<file path="src/rtl/lap_tracker_pkg.sv">
// Shared types and constants for the lap tracker: quadrant encoding, race FSM states,
// lap-time width and the progress-counter floor.
package lap_pkg;

    localparam int unsigned LAP_TIME_W = 16;
    localparam int NET_SEG_MIN = -4;
    localparam logic [LAP_TIME_W-1:0] LAP_TIME_INIT = 16'hFFFF;

    // Encoding order matches forward travel, so (q - cur) mod 4 is the step direction.
    typedef enum logic [1:0] {
        Q_TL = 2'd0,
        Q_TR = 2'd1,
        Q_BR = 2'd2,
        Q_BL = 2'd3
    } quadrant_t;

    typedef enum logic [1:0] {
        S_IDLE     = 2'd0,
        S_RACING   = 2'd1,
        S_FINISHED = 2'd2
    } race_state_t;

endpackage

</file>
<file path="src/rtl/lap_tracker_quadrant.sv">
// Combinational classifier mapping a track position onto one of four quadrant checkpoints.
module track_quadrant
    import lap_pkg::*;
#(
    parameter int unsigned MID_X = 1024,
    parameter int unsigned MID_Y = 1024
) (
    input  logic [10:0] i_x,
    input  logic [10:0] i_y,
    output quadrant_t   o_quad
);

    localparam logic [10:0] MX = 11'(MID_X);
    localparam logic [10:0] MY = 11'(MID_Y);

    logic w_xr;
    logic w_yb;

    assign w_xr = (i_x >= MX);
    assign w_yb = (i_y >= MY);

    always_comb begin
        o_quad = Q_TL;
        case ({w_yb, w_xr})
            2'b00:   o_quad = Q_TL;
            2'b01:   o_quad = Q_TR;
            2'b11:   o_quad = Q_BR;
            default: o_quad = Q_BL;
        endcase
    end

endmodule

</file>
<file path="src/rtl/lap_tracker.sv">
// Tracks kart progress through four quadrant checkpoints per frame; produces lap count,
// win/loss flags, wrong-way indication and frame-based lap timing.
module lap_tracker
    import lap_pkg::*;
#(
    parameter int unsigned MID_X       = 1024,
    parameter int unsigned MID_Y       = 1024,
    parameter int unsigned LAPS_TO_WIN = 3
) (
    input  logic                  clk,
    input  logic                  rst,
    input  logic                  frame_tick,
    input  logic                  race_start,
    input  logic                  restart,
    input  logic                  opp_finished,
    input  logic [10:0]           player_x,
    input  logic [10:0]           player_y,
    output logic [2:0]            laps,
    output logic                  lap_pulse,
    output logic                  wrong_way,
    output logic [1:0]            cur_quadrant,
    output logic                  race_won,
    output logic                  race_lost,
    output logic                  finished,
    output logic [LAP_TIME_W-1:0] lap_frames,
    output logic [LAP_TIME_W-1:0] last_lap_frames,
    output logic [LAP_TIME_W-1:0] best_lap_frames
);

    localparam logic [2:0]        LAPS_WIN  = 3'(LAPS_TO_WIN);
    localparam logic signed [3:0] SEG_MAX   = 4'sd3;
    localparam logic signed [3:0] SEG_FLOOR = 4'(NET_SEG_MIN);

    race_state_t r_state;
    race_state_t w_state_nxt;
    quadrant_t   w_q;
    quadrant_t   r_cur_q;

    logic signed [3:0]     r_net_seg;
    logic [2:0]            r_laps;
    logic                  r_lap_pulse;
    logic                  r_wrong_way;
    logic                  r_won;
    logic                  r_lost;
    logic [LAP_TIME_W-1:0] r_lap_frames;
    logic [LAP_TIME_W-1:0] r_last;
    logic [LAP_TIME_W-1:0] r_best;

    logic [1:0]            w_d;
    logic                  w_fwd;
    logic                  w_bwd;
    logic                  w_lap_done;
    logic                  w_win;
    logic [2:0]            w_laps_inc;
    logic [LAP_TIME_W-1:0] w_frames_inc;

    track_quadrant #(
        .MID_X(MID_X),
        .MID_Y(MID_Y)
    ) u_quad (
        .i_x    (player_x),
        .i_y    (player_y),
        .o_quad (w_q)
    );

    assign w_d          = w_q - r_cur_q;
    assign w_fwd        = (r_state == S_RACING) && frame_tick && (w_d == 2'd1);
    assign w_bwd        = (r_state == S_RACING) && frame_tick && (w_d == 2'd3);
    assign w_lap_done   = w_fwd && (r_net_seg == SEG_MAX);
    assign w_laps_inc   = r_laps + 3'd1;
    assign w_win        = w_lap_done && (w_laps_inc == LAPS_WIN);
    assign w_frames_inc = (r_lap_frames == '1) ? r_lap_frames : r_lap_frames + 16'd1;

    always_ff @(posedge clk or posedge rst) begin
        if (rst) begin
            r_state <= S_IDLE;
        end else if (restart) begin
            r_state <= S_IDLE;
        end else begin
            r_state <= w_state_nxt;
        end
    end

    // An own win on the completing tick outranks a coincident opponent finish.
    always_comb begin
        w_state_nxt = r_state;
        case (r_state)
            S_IDLE:     if (race_start) w_state_nxt = S_RACING;
            S_RACING:   if (w_win || opp_finished) w_state_nxt = S_FINISHED;
            S_FINISHED: w_state_nxt = S_FINISHED;
            default:    w_state_nxt = S_IDLE;
        endcase
    end

    always_comb begin
        finished        = (r_state == S_FINISHED);
        laps            = r_laps;
        lap_pulse       = r_lap_pulse;
        wrong_way       = r_wrong_way;
        cur_quadrant    = r_cur_q;
        race_won        = r_won;
        race_lost       = r_lost;
        lap_frames      = r_lap_frames;
        last_lap_frames = r_last;
        best_lap_frames = r_best;
    end

    always_ff @(posedge clk or posedge rst) begin
        if (rst) begin
            r_cur_q      <= Q_TL;
            r_net_seg    <= '0;
            r_laps       <= '0;
            r_lap_pulse  <= 1'b0;
            r_wrong_way  <= 1'b0;
            r_won        <= 1'b0;
            r_lost       <= 1'b0;
            r_lap_frames <= '0;
            r_last       <= '0;
            r_best       <= LAP_TIME_INIT;
        end else if (restart) begin
            r_cur_q      <= Q_TL;
            r_net_seg    <= '0;
            r_laps       <= '0;
            r_lap_pulse  <= 1'b0;
            r_wrong_way  <= 1'b0;
            r_won        <= 1'b0;
            r_lost       <= 1'b0;
            r_lap_frames <= '0;
            r_last       <= '0;
            r_best       <= LAP_TIME_INIT;
        end else begin
            r_lap_pulse <= 1'b0;
            case (r_state)
                S_IDLE: begin
                    if (race_start) begin
                        r_cur_q      <= w_q;
                        r_net_seg    <= '0;
                        r_lap_frames <= '0;
                        r_laps       <= '0;
                    end
                end
                S_RACING: begin
                    if (frame_tick) r_lap_frames <= w_frames_inc;
                    if (w_fwd) begin
                        r_cur_q     <= w_q;
                        r_wrong_way <= 1'b0;
                        if (w_lap_done) begin
                            r_laps       <= w_laps_inc;
                            r_net_seg    <= '0;
                            r_lap_pulse  <= 1'b1;
                            r_last       <= w_frames_inc;
                            r_best       <= (w_frames_inc < r_best) ? w_frames_inc : r_best;
                            r_lap_frames <= '0;
                        end else begin
                            r_net_seg <= r_net_seg + 4'sd1;
                        end
                    end else if (w_bwd) begin
                        r_cur_q     <= w_q;
                        r_wrong_way <= 1'b1;
                        if (r_net_seg != SEG_FLOOR) r_net_seg <= r_net_seg - 4'sd1;
                    end
                    if (w_win)             r_won  <= 1'b1;
                    else if (opp_finished) r_lost <= 1'b1;
                end
                default: ;
            endcase
        end
    end

endmodule
</file>
<file path="config.mk">
export PLATFORM = sky130hd
export DESIGN_NAME = lap_tracker
export DESIGN_NICKNAME = d
export VERILOG_FILES = /design/src/rtl/lap_tracker_pkg.sv /design/src/rtl/lap_tracker_quadrant.sv /design/src/rtl/lap_tracker.sv
export SDC_FILE = /design/constraint.sdc
export NUM_CORES = 1
export LEC_CHECK = 0
export CORE_MARGIN = 10
export CORE_UTILIZATION = 55
export CTS_CLUSTER_SIZE = 30
export DETAILED_ROUTE_END_ITERATION = 10
export GPL_TIMING_DRIVEN = 0
export PLACE_DENSITY = 0.86
export SYNTH_ARGS = -nofsm -noshare
export SYNTH_HDL_FRONTEND = slang
export SYNTH_SLANG_ARGS = --single-unit
</file>
<file path="constraint.sdc">
create_clock -name clk -period 6 [get_ports clk]
set_clock_uncertainty 0.1 [all_clocks]
set_input_delay 1.2 -clock clk [delete_from_list [all_inputs] [get_ports clk]]
set_output_delay 1.2 -clock clk [all_outputs]
set_load 0.005 [all_outputs]
</file>
==> reports/results.txt <==
Status: finished clean
Fill cell count: 517
Wire per inst: 17.8 um
Post-cts hold buffer count: 0
Rows: 30
WS Path Type: reg2reg
Initial antenna violation count: 0
Wl on met1: 4090 um
Top Ports: 86
Final setup TNS: 0 ns
Syn_area_per_cell: 9.06 um2
Met3 Wirelength: 969 um
Clock Latency Late Sink: 0.35 ns
Post-CTS setup buffers: 0
CTS Buffer Depth: 2
Worst slew pin tran: 0.719 ns
Synth cell types: 51
Num CTS Buffers: 9
Most common cell after layout, fill and taps aside: clkdlybuf4s50_1
Fmax: 234 MHz
Tcrit/Tclk final: 71.3%
DR vias/cell: 6.01
Most frequent cells in the layout: clkdlybuf4s50_1, nor2_1, dfrtp_1
Max_cap viols: 0
Reg area: 1600 um2
Ys async rst share: 100%
GR Overflow Total: 0
Die Y: 103 um
PD cells: 220 nW/um2
Arrival time worst endpoint: 4.46 ns
RSZ-0062 raised after global routing: false
Pre-antenna DRT Iters: 5
YS warnings: 0
HPWL after DPL: 7730 um
Reg clk slew, reported paths: 0.07 ns
Slew Limit Fails: 0
Sequential cell area fraction in the yosys report: 42.3%
Clock sink count: 63
Ant diodes: 0
Number of synthesized flops with an enable pin: 0
DRC: 0
Synth top area cells: dfrtp_1, dfstp_2, ha_1, nor2_1, nand2_1
CP startpoint kind: flip-flop
CORE AREA: 6720 um2
WP data required: 6.18 ns
Crit end category: flip-flop
Largest net degree at the start of global routing: 34
Initial DRC count: 265
CTS tree: yes
Drt total wl: 10300 um
Die area: 10600 um2
H-tree depth: 3
Starting Density: 56.2%
Tot GR Track Use: 20.3%
Final Hold Vio Count: 0
Largest area contributor in the netlist: dfrtp_1
IO Port Bufs: 64
Post-Syn Area: 3780 um2
Placed Area: 4540 um2
Max-Slew Margin vs Limit: 52.0%
Dpl ws: 1.60 ns
Synth Net Count: 470
Nets: 546
Final instance area: 4750 um2
Cells after Synth: 417
Final min period: 4.28 ns
Post-CTS resize count: 0
Synthesized flop and latch total: 63
Setup WS post-layout: 1.72 ns
Top Metal Used: met4
Pleak: 2.23 nW
First-pass GRT wire length: 16700 um
Routed met2 length: 5000 um
Area share of the largest cell type after synthesis: 31.1%
DRT antenna net count: 0
Routed vias: 3476
Final setup vio count: 0
Vias in the first global route: 3390
Multi-input logic area: 1920 um2
Critical Path Fanout Max: 10
Share of cells above drive strength 1: 10.8%
Placer Congestion: 0.896
Synth-to-Final Area Change: 25.7%
Main flop type after synthesis: dfrtp_1
Worst hold-check path type: reg2reg
DIE WIDTH: 103 um
Maximum vdd drop: 0.000121 V
CTS Root Cell: clkbuf_8
Power Total: 1.04 mW
## metrics by stage
stage,std cells,util [%],hold slack (ns)
floorplan,417,-,0.386
global placement,561,67.2,0.380
detailed placement,562,67.5,0.392
CTS,578,70.6,0.408
global route,578,70.6,0.434
finish,578,70.6,0.401
## synth_stat cells (3+ instances only)
master     count
ha_1          25
dfstp_2       16
o21ai_0       24
nand3_1        6
dfrtp_1       47
buf_2          5
a21o_1         5
inv_1         33
o21bai_1       3
o21ai_1        4
o21a_1         3
or3_1          3
o31ai_2        3
nor3_1         8
a211oi_1       8
nor2_1        51
xnor2_1        6
clkbuf_1      14
mux2i_1       14
a22o_1         5
a2111oi_0      7
nand4_1        7
and3_1         5
a21oi_1       28
nand2_1       39
xor2_1         6
buf_6          3
a31oi_1       10
## cell type report
type | count | area share (%)
multi-input cells | 297 | 40.5
well taps | 80 | 2.11
clock buffers | 13 | 3.56
repair buffers | 65 | 13.9
plain buffers | 24 | 2.77
clock inverters | 3 | 0.844
inverters | 33 | 2.61
flip-flops and latches | 63 | 33.6
## report_power, final
part	switching (mW)	internal, mW	total, mW	leakage [nW]
Clock	0.168	0.225	0.393	0.109
Sequential	0.0216	0.443	0.465	0.819
Combinational	0.110	0.0769	0.187	1.31
## kinds of logic (layout without fill, tap and decap cells)
family	count (synthesis)	after routing	share of synthesized area (%)
compound gates	107	107	18.2
xor+xnor	13	13	3.38
fa+ha+maj	25	25	8.28
buf+inv	57	138	6.76
flops	63	63	42.3
mux	14	14	3.71
simple gates	138	138	17.4
## registers in the layout, indices dropped and copies added (netlist names), 2 cells and up
signal,cells
best_lap_frames,16
lap_frames,16
last_lap_frames,16
r_net_seg,4
laps,3
cur_quadrant,2
r_state,2
## critical path, stage by stage (launching register included)
cell      delay [ns]
dfrtp_1         0.51
ha_1            0.27
nand3_1         0.13
nor3_1          0.40
nor2_1          0.13
and3_1          0.21
xnor2_1         0.43
inv_1           0.11
ha_1            0.33
a211oi_1        0.20
o21ai_0         0.11
o2111a_1        0.20
nor3_2          0.41
a21o_1          0.15
buf_6           0.16
buf_8           0.15
mux2i_1         0.20
## routing by layer
layer,up-vias,GRT usage [%]
met5,-,0
met1,1677,25.0
li1,1612,-
met2,162,33.2
met4,0,7.70
met3,25,5.50
## final timing paths
kind                          startpoint            endpoint  slack (ns)  depth (start not counted)
min reg2reg                    race_lost           race_lost        0.40                          2
min in group asynchronous            rst     cur_quadrant[0]        1.19                          2
max                        lap_frames[0]  best_lap_frames[8]        1.72                         16
max in group asynchronous            rst  best_lap_frames[3]        3.93                          3
max reg2reg                lap_frames[0]  best_lap_frames[8]        1.72                         16
min                            race_lost           race_lost        0.40                          2
Note: power is estimated with default switching activity, not from simulation.
